## src/rtl/modulation_swap_requester.sv

```systemverilog
// Purpose: initiator side of the modulation segment-swap interface; validates one
//          swap command at a time and drives the swapchain settings inputs.
// Latency: accept at N, check at N+1, settings strobe at N+2, DONE combinational from N+3.
// Backpressure: CMD_READY is high only in IDLE; a command offered while busy is held off.
//
// Ports:
//   CLK, RST_N                       clock, asynchronous active-low reset
//   CMD_VALID/CMD_READY              command handshake
//   CMD_SEGMENT/MODE/VALUE/REP       command fields
//   SEGMENT, STOP                    swapchain status inputs
//   UPDATE_SETTINGS                  one-cycle strobe to the swapchain
//   REQ_RD_SEGMENT, TRANSITION_*     registered settings, held until the next strobe
//   REP                              per-segment repeat registers, 16 bits each
//   BUSY, DONE, ERR_CODE             status (ERR: 1 bad mode, 2 bad GPIO, 3 segment in use, 4 timeout)
// Optional feature: define SWAP_TIMEOUT_EN to bound WAIT_DONE to TimeoutCycles cycles.
module modulation_swap_requester #(
  parameter logic [31:0] TimeoutCycles = 32'd20_480_000,
  parameter int          NumSegment    = 2
) (
  input  logic                     CLK,
  input  logic                     RST_N,
  input  logic                     CMD_VALID,
  output logic                     CMD_READY,
  input  logic                     CMD_SEGMENT,
  input  logic [7:0]               CMD_MODE,
  input  logic [63:0]              CMD_VALUE,
  input  logic [15:0]              CMD_REP,
  input  logic                     SEGMENT,
  input  logic                     STOP,
  output logic                     UPDATE_SETTINGS,
  output logic                     REQ_RD_SEGMENT,
  output logic [7:0]               TRANSITION_MODE,
  output logic [63:0]              TRANSITION_VALUE,
  output logic [16*NumSegment-1:0] REP,
  output logic                     BUSY,
  output logic                     DONE,
  output logic [2:0]               ERR_CODE
);

  localparam logic [7:0]  ModeSyncIdx = 8'h00;
  localparam logic [7:0]  ModeSysTime = 8'h01;
  localparam logic [7:0]  ModeGpio    = 8'h02;
  localparam logic [7:0]  ModeExt     = 8'hF0;
  localparam logic [15:0] RepInfinite = 16'hFFFF;

  typedef enum logic [1:0] {
    S_IDLE,
    S_CHECK,
    S_ISSUE,
    S_WAIT_DONE
  } state_t;

  state_t      state_q, state_d;
  logic        cmd_seg_q;
  logic [7:0]  cmd_mode_q;
  logic [63:0] cmd_value_q;
  logic [15:0] cmd_rep_q;
  logic [2:0]  check_code;
  logic        seg_done;
  logic        timeout_hit;

  // Reject reasons in priority order. A finite repeat aimed at the segment that
  // is currently playing (and not stopped) would cut it short, so it is refused.
  always_comb begin
    check_code = 3'd0;
    if (!(cmd_mode_q inside {ModeSyncIdx, ModeSysTime, ModeGpio, ModeExt}) ||
        (cmd_mode_q == ModeExt && cmd_rep_q != RepInfinite)) begin
      check_code = 3'd1;
    end else if (cmd_mode_q == ModeGpio && cmd_value_q > 64'd3) begin
      check_code = 3'd2;
    end else if (cmd_rep_q != RepInfinite && cmd_seg_q == SEGMENT && !STOP) begin
      check_code = 3'd3;
    end
  end

`ifdef SWAP_TIMEOUT_EN
  logic [31:0] wait_cnt_q;

  // Counter holds the number of WAIT_DONE cycles already spent.
  assign timeout_hit = (wait_cnt_q == TimeoutCycles - 32'd1);

  always_ff @(posedge CLK or negedge RST_N) begin
    if (!RST_N) begin
      wait_cnt_q <= 32'd0;
    end else if (state_q == S_ISSUE) begin
      wait_cnt_q <= 32'd0;
    end else if (state_q == S_WAIT_DONE) begin
      wait_cnt_q <= wait_cnt_q + 32'd1;
    end
  end
`else
  logic unused_timeout_cfg;
  assign unused_timeout_cfg = ^TimeoutCycles;
  assign timeout_hit        = 1'b0;
`endif

  always_ff @(posedge CLK or negedge RST_N) begin
    if (!RST_N) begin
      state_q <= S_IDLE;
    end else begin
      state_q <= state_d;
    end
  end

  always_comb begin
    state_d  = state_q;
    seg_done = 1'b0;
    case (state_q)
      S_IDLE:      if (CMD_VALID) state_d = S_CHECK;
      S_CHECK:     state_d = (check_code != 3'd0) ? S_IDLE : S_ISSUE;
      S_ISSUE:     state_d = S_WAIT_DONE;
      S_WAIT_DONE: begin
        // Completion wins over a timeout landing on the same cycle.
        if (SEGMENT == cmd_seg_q && !STOP) begin
          seg_done = 1'b1;
          state_d  = S_IDLE;
        end else if (timeout_hit) begin
          state_d = S_IDLE;
        end
      end
      default:     state_d = S_IDLE;
    endcase
  end

  always_ff @(posedge CLK or negedge RST_N) begin
    if (!RST_N) begin
      cmd_seg_q        <= 1'b0;
      cmd_mode_q       <= 8'd0;
      cmd_value_q      <= 64'd0;
      cmd_rep_q        <= 16'd0;
      ERR_CODE         <= 3'd0;
      UPDATE_SETTINGS  <= 1'b0;
      REQ_RD_SEGMENT   <= 1'b0;
      TRANSITION_MODE  <= 8'd0;
      TRANSITION_VALUE <= 64'd0;
      REP              <= {NumSegment{RepInfinite}};
    end else begin
      UPDATE_SETTINGS <= 1'b0;
      if (state_q == S_IDLE && CMD_VALID) begin
        cmd_seg_q   <= CMD_SEGMENT;
        cmd_mode_q  <= CMD_MODE;
        cmd_value_q <= CMD_VALUE;
        cmd_rep_q   <= CMD_REP;
        ERR_CODE    <= 3'd0;
      end
      // Settings are registered from the CHECK decision so they are already
      // stable in the same cycle the strobe is high.
      if (state_q == S_CHECK) begin
        if (check_code != 3'd0) begin
          ERR_CODE <= check_code;
        end else begin
          UPDATE_SETTINGS  <= 1'b1;
          REQ_RD_SEGMENT   <= cmd_seg_q;
          TRANSITION_MODE  <= cmd_mode_q;
          TRANSITION_VALUE <= cmd_value_q;
          for (int s = 0; s < NumSegment; s++) begin
            if (s == int'(cmd_seg_q)) REP[16*s +: 16] <= cmd_rep_q;
          end
        end
      end
      if (state_q == S_WAIT_DONE && !seg_done && timeout_hit) begin
        ERR_CODE <= 3'd4;
      end
    end
  end

  assign CMD_READY = (state_q == S_IDLE);
  assign BUSY      = (state_q != S_IDLE);
  assign DONE      = seg_done;

endmodule
```

## config.mk

```make
export PLATFORM = sky130hd
export DESIGN_NAME = modulation_swap_requester
export DESIGN_NICKNAME = d
export VERILOG_FILES = /design/src/rtl/modulation_swap_requester.sv
export SDC_FILE = /design/constraint.sdc
export NUM_CORES = 1
export LEC_CHECK = 0
export CELL_PAD_IN_SITES_DETAIL_PLACEMENT = 1
export CELL_PAD_IN_SITES_GLOBAL_PLACEMENT = 2
export CORE_ASPECT_RATIO = 1.5
export CORE_UTILIZATION = 29
export CTS_BUF_LIST = sky130_fd_sc_hd__clkbuf_4 sky130_fd_sc_hd__clkbuf_8
export DETAILED_ROUTE_END_ITERATION = 12
export PLACE_DENSITY_LB_ADDON = 0.1
export SLEW_MARGIN = 30
export SYNTH_ARGS = -nofsm -noshare
export SYNTH_HDL_FRONTEND = slang
export SYNTH_SLANG_ARGS = --single-unit
```

## constraint.sdc

```tcl
create_clock -name CLK -period 2.25 [get_ports CLK]
set_input_delay 0.45 -clock CLK [delete_from_list [all_inputs] [get_ports CLK]]
set_output_delay 0.45 -clock CLK [all_outputs]
set_load 0.02 [all_outputs]
```

### Word-level counts from Yosys, hierarchy flattened

Cells that the tools add are included.

* output and inout bits: 112
* bits in registers: 200
* input port bits: 94
* logic and storage cells: 58

* eq/ne operators: 11
* bitwise gates (word level): 2
* order comparisons: 1
* reductions and logical operators: 18
* muxes and demuxes: 14

Operators by type and width (number)
* 64-bit by 2-bit > comparator with 1-bit output (second input constant): 1
* 16-bit inequality test (second input constant): 1
* 3-bit 2-to-1 mux: 5
* 8-bit by 1-bit == test with 1-bit output (second input constant): 1
* 8-bit by 2-bit == test with 1-bit output (second input constant): 1
* 8-bit == test (second input constant): 1
* 8-bit zero test: 1
* 2-bit 2-to-1 mux: 4
* 2-bit one-hot mux with 4 select lines: 1
* 1-bit logical AND: 6
* 3-bit AND reduction: 2
* 2-bit == test (second input constant): 2
* 1-bit 2-to-1 mux: 4
* 2-bit inequality test (second input constant): 2
* 2-bit AND reduction: 2
* 4-bit nonzero test: 1
* 3-bit nonzero test: 1
* 1-bit == test: 2
* 2-bit by 1-bit == test with 1-bit output (second input constant): 1
* 1-bit zero test: 2
* 2-bit zero test: 1
* 1-bit NOT: 2
* 2-bit nonzero test: 1
* 1-bit logical OR: 1

### Longest topological paths before layout

* word-level depth: 9
* depth in mapped cells: 8
* mapped depth without buffers: 6

### Worst setup path before layout

No wires, ideal clock.

* path type: register to register
* from: register cmd_value_q[9]
* to: register REP[10]
* data required time: 2.168 ns
* period minus slack after synthesis: 2.236 ns
* stages on the path, launching flop included: 8
* library setup time: 0.082 ns
* path buffers: 1
* setup slack: 0.014 ns
* data arrival time: 2.154 ns
* path through: dfrtp_1 > nor4_1 > nand4_1 > nor4_4 > nor2_2 > nor4_4 > buf_8 > mux2_4

* word-level cells in the longest chain between the ends: 7

Ends and longest elaborated chain
* start, declared: RTL line 56 `logic [63:0] cmd_value_q;`
* start signal, assigned: RTL line 129 `cmd_value_q <= 64'd0;`
* start signal, assigned: RTL line 142 `cmd_value_q <= CMD_VALUE;`
* 64-bit by 2-bit > comparator with 1-bit output: RTL line 69 `end else if (cmd_mode_q == ModeGpio && cmd_value_q > 64'd3) begin`
* 1-bit logical AND: RTL line 69
* 3-bit 2-to-1 mux: RTL line 69
* 3-bit 2-to-1 mux: RTL line 66 `if (!(cmd_mode_q inside {ModeSyncIdx, ModeSysTime, ModeGpio, ModeExt}) ||`
* 3-bit nonzero test: RTL line 149 `if (check_code != 3'd0) begin`
* 1-bit NOT (no source line)
* 3-bit AND reduction (no source line)
* end signal, assigned: RTL line 136 `REP <= {NumSegment{RepInfinite}};`
* end, declared: RTL line 34 `output logic [16*NumSegment-1:0] REP,`

No other way between the ends.
A chain may end at the register's enable or synchronous reset.

### Final worst setup path

* from: register cmd_value_q[18]
* to: register TRANSITION_VALUE[35]

* word-level cells in the longest chain between the ends: 7

Ends and longest elaborated chain
* 64-bit by 2-bit > comparator with 1-bit output: RTL line 69
* 1-bit logical AND: RTL line 69
* 3-bit 2-to-1 mux: RTL line 69
* 3-bit 2-to-1 mux: RTL line 66
* 3-bit nonzero test: RTL line 149
* 1-bit NOT (no source line)
* 2-bit AND reduction (no source line)
* end signal, assigned: RTL line 155 `TRANSITION_VALUE <= cmd_value_q;`
* end, declared: RTL line 33 `output logic [63:0] TRANSITION_VALUE,`

No other way between the ends.

==> flow_summary.ini <==
[synth]
ys_ff_latch = 200
syn_inst = 666
ys_seq_area_share_pct = 64.4
synthMuxAreaShare_pct = 15.1
yosysTopAreaCell = dfrtp_1
synth_top_family_by_area = simple AND/OR/NAND/NOR gates
yosysUniqueCellTypes = 35
synth_compound_area_share_pct = 0.911
netlist_area_mm2 = 0.00783
netlist_top_cells_area = dfrtp_1, nand2_1, dfstp_2, mux2_1, mux2_2
synth_nets = 760
synthSimpleGateAreaFrac_pct = 17.2
synth_top_area_share_pct = 53.7
postSynthAreaPerCell_um2 = 11.8
synthAdderAreaFrac_pct = 0
yosys_warnings = 0
synth_xor_area_share_pct = 0.112

[critical_path]
critPathLaunchType = flop
path_class = flop to flop
endpoint_kind = flop
critical_path_required_ns = 2.61
cp_max_fo = 19
r2r_slack_ns = -0.39
crit_arrival_ns = 3.00

[pwr]
p_sw_w = 0.00573
pwr-share-seq_pct = 40.9
p_clk_share_pct = 14.1
ir_worst_vdd_mv = 0.555
power_density_mw_per_mm2 = 1350
power_frac_comb_pct = 45.0
sw_frac_of_total_pct = 36.1
intPower_w = 0.0101
p_leak_nw = 5.53

[placed_design]
placedCellCount = 1264
port_buffers = 205
place_congestion = 0.719
post-dp-hpwl_mm = 16.7

[cts]
path_clk_slew_ns = 0.10
clock_sinks = 200
clock_latency_ns = 0.48
cts_root_buf = clkbuf_8
numCtsBuffers = 17
clock_path_buffers = 2
htreeDepth = 4
tritoncts = built

[timing]
maxSlewHeadroom_pct = 68.8
finalSetupViolCount = 107
rsz0062_at_grt = yes
fin_setup_tns_ns = -33.56
fin_crit_ns = 2.64
skew_ns = 0.0196
max_freq_ghz = 0.379
worst_pin_slew_ns = 0.467
fin_crit_sh_pct = 117
hold_viol = 0
slew_viol_final = 0
worst_slack_ns = -0.390

[global_route]
grt_max_degree = 55
grt_first_pass_wirelength_mm = 37.8
gr-total-overflow = 0
grtUsageTotal_pct = 18.3
grt_pass1_vias = 6746
antenna_found_initial = 0

[route]
drt-total-wl_mm = 24.1
wire_per_inst_um = 18.5
drt-pass1-iter-count = 3
drtIter0Drc = 166
drc = 0
ant_nets = 0
via_count = 5952
avgViaCountPerCell = 4.56

[final_layout]
final_common_cell = nand2_1
mostFrequentLayoutCells = nand2_1, clkdlybuf4s50_1, dfrtp_1
final_util_pct = 44.2
nFillCells = 2874
syn_to_final_growth_pct = 49.6
multi_input_area_mm2 = 0.00293
final_cells = 1304
register_area_mm2 = 0.00504
nets = 1048
antenna_cells = 0
drive_above_1_share_pct = 26.6

[floorplan]
fp.dieH_um = 203
coreArea_mm2 = 0.0265
die_w_um = 136
start_util_pct = 29.6
num_io_pins = 206
die-area_mm2 = 0.0277
rows = 73

[worst_hold_path]
min_path_type = input port to async pin

[outcome]
status = complete, but fails checks
violations = negative setup slack

[run]
maxCapViolCount = 0
[sequential cells by signal, summed over array words and instances, names as in the netlist, named ones only]
signal            cells
ERR_CODE              3
state_q               1
cmd_mode_q            8
REP                  32
REQ_RD_SEGMENT        1
TRANSITION_MODE       8
TRANSITION_VALUE     64
UPDATE_SETTINGS       1
cmd_value_q          64
cmd_seg_q             1
cmd_rep_q            16
[worst max-delay path, stage by stage (launching register included)]
cell	delay, ns
dfrtp_1	0.41
nor4_2	0.31
buf_4	0.15
nand4_1	0.10
buf_4	0.17
nor4_4	0.25
buf_4	0.17
nor2_4	0.06
nor3_4	0.16
buf_12	0.18
buf_16	0.19
mux2_1	0.35
[cell type report]
| cell class | instances | area share (%) |
|---|---|---|
| Inverter | 3 | 0.0961 |
| Sequential cell | 200 | 43.1 |
| Tap cell | 337 | 3.60 |
| Multi-Input combinational cell | 434 | 25.1 |
| Clock buffer | 21 | 2.31 |
| Clock inverter | 11 | 0.833 |
| Timing Repair Buffer | 298 | 25.0 |
[routing by layer]
| layer | part of all wire (%) | track usage (%) | routed length [um] | vias to the layer above |
|---|---|---|---|---|
| li1 | - | - | - | 2753 |
| met4 | 1.7 | 5.83 | 416 | 0 |
| met3 | 4.8 | 4.57 | 1170 | 24 |
| met5 | 0 | 0 | 0 | - |
| met2 | 53 | 32.8 | 12800 | 128 |
| met1 | 40 | 21.0 | 9700 | 3047 |
[through the flow]
stage / power, W / cell area [um2] / worst slack, ns / hold slack [ns]
after floorplan: 0.00931 / 7830 / 0.0141 / 0.154
after global placement: 0.0130 / 10900 / -0.661 / 0.433
after detailed placement: 0.0132 / 10900 / -0.712 / 0.435
after CTS: 0.0159 / 11600 / -0.401 / 0.453
after global routing: 0.0169 / 11700 / -0.507 / 0.468
final: 0.0159 / 11700 / -0.390 / 0.479
[logic make-up (layout without fill, tap and decap cells)]
group / after synthesis / in the layout
AO/OA/AOI/OAI: 11 / 11
AND/OR/NAND/NOR: 320 / 320
buffers and inverters: 32 / 333
multiplexers: 102 / 102
XOR/XNOR: 1 / 1
flip-flops: 200 / 200
[synthesized netlist by cell type (all sizes together)]
| cell type | n |
|---|---|
| clkbuf | 18 |
| a21oi | 2 |
| nor2 | 7 |
| xor2 | 1 |
| a2bb2oi | 1 |
| mux2 | 102 |
| nor2b | 3 |
| o21ba | 1 |
| nand3 | 2 |
| nand2 | 272 |
| nand4 | 9 |
| dfstp | 32 |
| buf | 11 |
| nor3 | 3 |
| a211oi | 1 |
| dfrtp | 168 |
| nor3b | 1 |
| and3 | 1 |
| nor4 | 19 |
| a21boi | 1 |
| nand2b | 3 |
| inv | 3 |
| o21ai | 4 |
| a22oi | 1 |
[power by group through the flow]
stage / clock network [W] / logic (W) / registers, W
after detailed placement: 0 / 0.00673 / 0.00650
after global routing: 0.00245 / 0.00772 / 0.00672
final: 0.00223 / 0.00714 / 0.00650
after CTS: 0.00234 / 0.00709 / 0.00651
after global placement: 0 / 0.00658 / 0.00644
after floorplan: 0 / 0.00202 / 0.00729
[final timing paths]
check                                          startpoint                          endpoint  depth (start not counted)
setup / recovery              cmd_value_q[18]$_DFFE_PN0P_  TRANSITION_VALUE[35]$_DFFE_PN0P_                         11
setup reg to reg              cmd_value_q[18]$_DFFE_PN0P_  TRANSITION_VALUE[35]$_DFFE_PN0P_                         11
hold / removal                                      RST_N  TRANSITION_VALUE[18]$_DFFE_PN0P_                          2
max in group asynchronous                           RST_N               REP[25]$_DFFE_PN1P_                          3
hold reg to reg            TRANSITION_MODE[0]$_DFFE_PN0P_    TRANSITION_MODE[0]$_DFFE_PN0P_                          1
min in group CLK           TRANSITION_MODE[0]$_DFFE_PN0P_    TRANSITION_MODE[0]$_DFFE_PN0P_                          1
[repair_timing]
item | 4_1_cts | 5_1_grt
setup endpoints to repair | 111 | 109
buffers inserted | 5 | 0
hold buffers | 1 | 0
hold endpoints to repair | 47 | 0
pin swaps | 4 | 0
gates cloned | 2 | 0
resized for setup | 54 | 29
(Power assumes the default switching activity.)
